### src/rtl/cancellable_delay_writer_pkg.sv
// Shared definitions for the cancellable delayed-write unit.
//   st_t        : per-channel FSM state (ST_IDLE, ST_WAIT)
//   DLY_ZERO_AS : cycle count loaded when a request asks for zero delay,
//                 so every accepted write commits at least one edge later.
package cancellable_delay_writer_pkg;

  typedef enum logic {
    ST_IDLE = 1'b0,
    ST_WAIT = 1'b1
  } st_t;

  localparam int DLY_ZERO_AS = 1;

endpackage

### src/rtl/delay_writer_chan.sv
// One channel of the cancellable delayed-write unit: latches a word on
// start, counts down the requested delay, then commits the word to value.
// A cancel while pending drops the write and pulses cancelled.
// Optional feature (macro CANCELLABLE_DELAY_WRITER_RETRIGGER_EN): a start
// while pending restarts the delay with the new word and delay.
// Ports:
//   clk, reset            : clock, synchronous active-high reset
//   start, start_data,
//   start_dly             : write request, word and delay in cycles
//   cancel                : abort the pending write
//   busy                  : a write is pending
//   value                 : last committed word
//   done, cancelled       : one-cycle pulses after commit / abort
module delay_writer_chan
  import cancellable_delay_writer_pkg::*;
#(
  parameter int WIDTH = 4,
  parameter int DLY_W = 4
) (
  input  logic             clk,
  input  logic             reset,
  input  logic             start,
  input  logic [WIDTH-1:0] start_data,
  input  logic [DLY_W-1:0] start_dly,
  input  logic             cancel,
  output logic             busy,
  output logic [WIDTH-1:0] value,
  output logic             done,
  output logic             cancelled
);

  st_t              state, state_n;
  logic [DLY_W-1:0] cnt, cnt_n;
  logic [WIDTH-1:0] data_q, data_n;
  logic [WIDTH-1:0] value_n;
  logic             done_n, cancelled_n;
  logic [DLY_W-1:0] load_cnt;

  // A zero delay still needs one edge to commit.
  assign load_cnt = (start_dly == '0) ? DLY_W'(DLY_ZERO_AS) : start_dly;
  assign busy     = (state == ST_WAIT);

  always_ff @(posedge clk) begin
    if (reset) begin
      state     <= ST_IDLE;
      cnt       <= '0;
      value     <= '0;
      done      <= 1'b0;
      cancelled <= 1'b0;
    end else begin
      state     <= state_n;
      cnt       <= cnt_n;
      value     <= value_n;
      done      <= done_n;
      cancelled <= cancelled_n;
    end
  end

  // The latched word needs no reset: it is only read after a start loads it.
  always_ff @(posedge clk) begin
    data_q <= data_n;
  end

  always_comb begin
    state_n     = state;
    cnt_n       = cnt;
    data_n      = data_q;
    value_n     = value;
    done_n      = 1'b0;
    cancelled_n = 1'b0;
    case (state)
      ST_IDLE: begin
        // Cancel in the same cycle suppresses the request silently.
        if (start && !cancel) begin
          data_n  = start_data;
          cnt_n   = load_cnt;
          state_n = ST_WAIT;
        end
      end
      ST_WAIT: begin
        if (cancel) begin
          // Cancel beats expiry as well as any new start.
          state_n     = ST_IDLE;
          cancelled_n = 1'b1;
`ifdef CANCELLABLE_DELAY_WRITER_RETRIGGER_EN
        end else if (start) begin
          // Restart from this edge; the old write vanishes without a pulse.
          data_n = start_data;
          cnt_n  = load_cnt;
`endif
        end else if (cnt == DLY_W'(1)) begin
          value_n = data_q;
          done_n  = 1'b1;
          state_n = ST_IDLE;
        end else begin
          cnt_n = cnt - DLY_W'(1);
        end
      end
      default: state_n = ST_IDLE;
    endcase
  end

endmodule

### src/rtl/cancellable_delay_writer.sv
// Multi-channel delayed-write unit with cancellation. Each channel is an
// independent delay_writer_chan; this level only slices the flat buses.
// Optional feature (macro CANCELLABLE_DELAY_WRITER_RETRIGGER_EN): a start
// on a pending channel restarts its delay with the new request.
// Ports:
//   clk, reset  : clock, synchronous active-high reset
//   start       : per-channel write request
//   start_data  : channel i word at [i*WIDTH +: WIDTH]
//   start_dly   : channel i delay at [i*DLY_W +: DLY_W]
//   cancel      : per-channel abort
//   busy        : per-channel pending flag
//   value       : channel i committed word at [i*WIDTH +: WIDTH]
//   done        : per-channel pulse in the cycle after a commit
//   cancelled   : per-channel pulse after an abort
module cancellable_delay_writer
  import cancellable_delay_writer_pkg::*;
#(
  parameter int WIDTH    = 4,
  parameter int CHANNELS = 2,
  parameter int DLY_W    = 4
) (
  input  logic                      clk,
  input  logic                      reset,
  input  logic [CHANNELS-1:0]       start,
  input  logic [CHANNELS*WIDTH-1:0] start_data,
  input  logic [CHANNELS*DLY_W-1:0] start_dly,
  input  logic [CHANNELS-1:0]       cancel,
  output logic [CHANNELS-1:0]       busy,
  output logic [CHANNELS*WIDTH-1:0] value,
  output logic [CHANNELS-1:0]       done,
  output logic [CHANNELS-1:0]       cancelled
);

  for (genvar i = 0; i < CHANNELS; i++) begin : g_chan
    delay_writer_chan #(
      .WIDTH (WIDTH),
      .DLY_W (DLY_W)
    ) u_chan (
      .clk        (clk),
      .reset      (reset),
      .start      (start[i]),
      .start_data (start_data[i*WIDTH +: WIDTH]),
      .start_dly  (start_dly[i*DLY_W +: DLY_W]),
      .cancel     (cancel[i]),
      .busy       (busy[i]),
      .value      (value[i*WIDTH +: WIDTH]),
      .done       (done[i]),
      .cancelled  (cancelled[i])
    );
  end

endmodule

### config.mk
export PLATFORM = sky130hd
export DESIGN_NAME = cancellable_delay_writer
export DESIGN_NICKNAME = d
export VERILOG_FILES = /design/src/rtl/cancellable_delay_writer_pkg.sv /design/src/rtl/delay_writer_chan.sv /design/src/rtl/cancellable_delay_writer.sv
export SDC_FILE = /design/constraint.sdc
export NUM_CORES = 1
export LEC_CHECK = 0
export ABC_AREA = 1
export BUFFER_PORTS_ARGS = -buffer_cell sky130_fd_sc_hd__buf_2
export CAP_MARGIN = 20
export CORE_ASPECT_RATIO = 1.25
export CORE_MARGIN = 10
export CORE_UTILIZATION = 45
export DETAILED_ROUTE_END_ITERATION = 12
export PLACE_DENSITY = 0.71
export RECOVER_POWER = 100
export SLEW_MARGIN = 20
export SYNTH_ARGS = -nofsm -noshare
export SYNTH_HDL_FRONTEND = slang
export SYNTH_SLANG_ARGS = --single-unit
### constraint.sdc
create_clock -name clk -period 2.6 [get_ports clk]
set_input_delay 0.26 -clock clk [delete_from_list [all_inputs] [get_ports clk]]
set_output_delay 0.26 -clock clk [all_outputs]
set_load 0.01 [all_outputs]
Word-level counts from Yosys, hierarchy flattened
Index checks and enable logic that the tools add are counted.
{ "op_classes": {"n_addsub": 2, "n_eq_ne": 8, "n_mux": 22, "n_bitwise": 4, "reduce_logical": 16} }
{ "op_table": {"columns": ["op", "n"], "rows": [
  ["4-bit two-way mux", 8],
  ["4-bit case mux with 2 select lines", 2],
  ["3-bit AND reduction", 4],
  ["1-bit two-way mux", 10],
  ["4-bit by 1-bit equality test with 1-bit output (second input constant)", 2],
  ["4-bit zero test", 2],
  ["2-bit inequality test (second input constant)", 4],
  ["4-bit by 1-bit subtractor with 4-bit output (second input constant)", 2],
  ["3-bit OR reduction", 2],
  ["2-bit by 1-bit inequality test with 1-bit output (second input constant)", 2],
  ["1-bit inverter", 4],
  ["1-bit case mux with 2 select lines", 2],
  ["2-bit AND reduction", 2],
  ["2-bit OR reduction", 2],
  ["1-bit logical AND", 2],
  ["1-bit zero test", 2]
]} }
{ "totals": {"register_bits": 30, "in_bits": 22, "out_inout_bits": 14, "elab_cells": 64} }

Longest topological paths before layout
{ "logic_depth": {"word_depth": 4, "ltp_mapped": 8, "ltp_nobuf": 8} }

By module
From an unflattened synthesis, not the netlist that was laid out.
{ "unflattened": {"hier_cells": 148, "area_unflattened_um2": 1353.8} }
{ "modules_own_cells": {"columns": ["module", "instances", "cells_per_inst", "area_per_inst_um2", "seq_area_each_um2"], "rows": [
  ["delay_writer_chan", 2, 74, 676.9, 340.3]
]} }

Worst setup path before layout
Ideal clock, no wire load.
{ "synth_timing": {"kind": "register to register", "from": "register g_chan[1].u_chan.cnt[1]", "to": "register g_chan[1].u_chan.cnt[1]", "setup_time_ns": 0.116, "arrival_ns": 0.996, "required_ns": 2.484, "slack_ns": 1.488, "stages_incl_launch_ff": 9, "path_buffers": 0, "synth_period_minus_slack_ns": 1.112, "path_cell_list": "dfxtp_1 inv_1 ha_1 nand3_1 nand2_2 nand2_4 inv_1 nor2_1 nor2_1"} }
{ "synth_between": {"elab_chain_cells": 4, "elab_cells_between_ends": 7, "cone_classes": "add/sub: 1; eq/ne: 2; mux: 3; reduce/logical: 1"} }
{ "synth_lines": {"columns": ["element", "line_no", "text"], "rows": [
  ["start, declared", "delay_writer_chan.sv:33", "logic [DLY_W-1:0] cnt, cnt_n;"],
  ["start signal, assigned", "delay_writer_chan.sv:52", "cnt <= cnt_n;"],
  ["4-bit by 1-bit subtractor with 4-bit output", "delay_writer_chan.sv:96", "cnt_n = cnt - DLY_W'(1);"],
  ["4-bit two-way mux", "delay_writer_chan.sv:91", "end else if (cnt == DLY_W'(1)) begin"],
  ["4-bit two-way mux", "delay_writer_chan.sv:81", "if (cancel) begin"],
  ["4-bit case mux with 2 select lines", "delay_writer_chan.sv:71", "case (state)"]
]} }
Several ways; a longest one is shown, not always the timed one. The select of a mux whose other input is x is not followed.
A chain may end at the register's enable or synchronous reset.

Worst setup path in the final report
{ "layout_timing": {"from": "register g_chan[1].u_chan.state", "to": "register g_chan[1].u_chan.value[2]"} }
{ "layout_between": {"elab_chain_cells": 1} }
{ "layout_lines": {"columns": ["element", "line_no", "text"], "rows": [
  ["start, declared", "delay_writer_chan.sv:32", "st_t state, state_n;"],
  ["start signal, assigned", "delay_writer_chan.sv:51", "state <= state_n;"],
  ["3-bit AND reduction (no source line)", null, null],
  ["end signal, assigned", "delay_writer_chan.sv:53", "value <= value_n;"],
  ["end, declared", "delay_writer_chan.sv:27", "output logic [WIDTH-1:0] value,"]
]} }
No other way between the ends.

==> results.ini <==
[outcome]
status=finished clean

[floorplanning]
die-area_um2=5680
placementRows=22
start_util=0.467
die_w_um=69.4
io_pins=36
die_y_um=81.8
core-area_um2=2950

[sta]
hold_viol=0
post-route-min-period_ns=1.37
setup_viol_count_final=0
worst_pin_slew_ns=0.233
max-slew-margin-rel=0.844
fin_crit_sh=0.526
finalSetupTns_ns=0
maxSlewViolCount=0
rsz0062_at_grt=false
fmax_mhz=731
skew_ns=0.00173

[power]
power_uw=921
leakage_uw=0.000655
power_density_nw_per_um2=605
worst_ir_drop_vdd_mv=0.386

[logic_synthesis]
syn_area_per_cell_um2=8.76
synth_top_flop_cell=dfxtp_1
synth.most_common_cell=nor2_1
synth_top_area_frac=0.320
synth_nets=183
ys_warn_count=0
synth_top_area_cell=dfxtp_1
synthTopCellsByCount=nor2_1 (28), dfxtp_1 (22), inv_1 (16), o21ai_0 (16), nand2_1 (14)
synth.distinct_cells=23
ys_ff_latch=30
synth_area_leaders=dfxtp_1 (32%), edfxtp_1 (17%), nor2_1 (7.6%)
netlist_area_um2=1380
yosysSeqAreaShare=0.495
async_flop_share=0
synth-edff-count=8
synthCells=157

[setup_path]
worstSetupPathType=flip-flop to flip-flop
cp_max_fo=8
cp-start-kind=flip-flop
worst-endpoint-required_ns=2.85
endpoint_kind=flip-flop
arrival_ns=1.62

[route]
drtIter0Drc=23
drtAntennaViolNets=0
drt_wl_total_um=2630
dr.pass1.iters=4
vias=1065
drc=0
viasPerCell=4.67
wire_per_inst_um=11.5

[worst_hold_path]
hp-class=input port to flip-flop

[global_route]
grt_pass1_vias=1045
grt_max_degree=15
gr-total-overflow=0
grt.total_usage=0.0941
antenna_found_initial=0
grt_first_pass_wirelength_um=4400

[finish]
fillers=304
antenna_cells=0
drive_gt1_frac=0.198
seq_area_um2=681
syn_to_final_growth_pct=10.7
multi_input_area_um2=492
fin_nets=217

[clock_tree]
clock_latency_ns=0.31
cts_resized=0
cts_hold_buf=0
root_buffer=clkbuf_4
cts_buffers=5
cts.clk_slew.worst_paths_ns=0.08
h-tree-depth=2
clock_sinks=30
cts_setup_buffers=0
cts_max_path_buffers=2
cts_tree=built

[placement]
io_buffers=35
dp_hpwl_um=2160
place_congestion=0.879

[flow_run]
max_cap_viol_count=0

power by group:
group / internal [µW] / leakage (µW) / switching (µW)
registers: 500 / 0.000254 / 12.7
clock network: 155 / 0.0000390 / 144
logic: 42.9 / 0.000362 / 66.2
total: 698 / 0.000655 / 223
through the flow:
| step | instances | hold slack (ns) | setup WS, ns | utilization | cell area, µm² |
|---|---|---|---|---|---|
| after floorplan | 157 | 0.359 | 1.49 | - | 1380 |
| after global placement | 220 | 0.437 | 1.41 | 0.523 | 1540 |
| after detailed placement | 220 | 0.438 | 1.36 | 0.523 | 1540 |
| after CTS | 228 | 0.0968 | 1.34 | 0.547 | 1610 |
| after global routing | 228 | 0.0810 | 1.01 | 0.517 | 1520 |
| final | 228 | 0.113 | 1.23 | 0.517 | 1520 |
kinds of logic after synthesis:
logic type	synth area share
AND/OR/NAND/NOR	0.262
flip-flops	0.495
AO/OA/AOI/OAI	0.110
buffers and inverters	0.0964
adder cells (fa/ha/maj)	0.0364
worst max-delay path, stage by stage (launching register included):
cell     delay, ns
dfxtp_1       0.42
inv_1         0.15
nor2_1        0.18
nand4_1       0.23
inv_1         0.18
nor2_1        0.05
nor2_1        0.10
cells in the final DEF (no fill, tap or decap), types with 3 or more instances in the layout:
cell / n
nand3_1: 10
a21oi_1: 3
a21oi_2: 3
clkbuf_4: 5
o21ai_0: 20
dfxtp_1: 22
buf_2: 21
inv_1: 19
ha_1: 4
nand2_1: 16
clkbuf_1: 14
nor2_1: 30
edfxtp_1: 8
sequential cells by signal (all words and copies together) (netlist names):
| name | flops |
|---|---|
| g_chan.u_chan.cancelled | 2 |
| g_chan.u_chan.done | 2 |
| g_chan.u_chan.data_q | 8 |
| g_chan.u_chan.cnt | 8 |
| g_chan.u_chan.busy | 2 |
| g_chan.u_chan.value | 8 |
per-layer routing:
| layer | up-vias | track usage | wire length [µm] |
|---|---|---|---|
| met3 | 5 | 0.0434 | 174 |
| li1 | 567 | - | - |
| met4 | 0 | 0.0363 | 38 |
| met5 | - | 0 | 0 |
| met1 | 464 | 0.100 | 1160 |
| met2 | 29 | 0.161 | 1260 |
layout make-up:
class	instances	share of cell area
sequential	30	0.447
multi-input combinational	98	0.323
timing repair buffer	35	0.104
inverter	21	0.0518
clock buffer	7	0.0427
tap	36	0.0296
clock inverter	1	0.00247
final timing paths:
check / slack, ns / start / cells past startpoint / endpoint
min reg2reg: 0.48 / g_chan[1].u_chan.cnt[3] / 2 / g_chan[1].u_chan.cnt[3]
min: 0.11 / start_data[0] / 1 / g_chan[0].u_chan.data_q[0]
max: 1.23 / g_chan[1].u_chan.busy / 6 / g_chan[1].u_chan.value[2]
max reg2reg: 1.23 / g_chan[1].u_chan.busy / 6 / g_chan[1].u_chan.value[2]
Note: power is estimated with default switching activity, not from simulation.
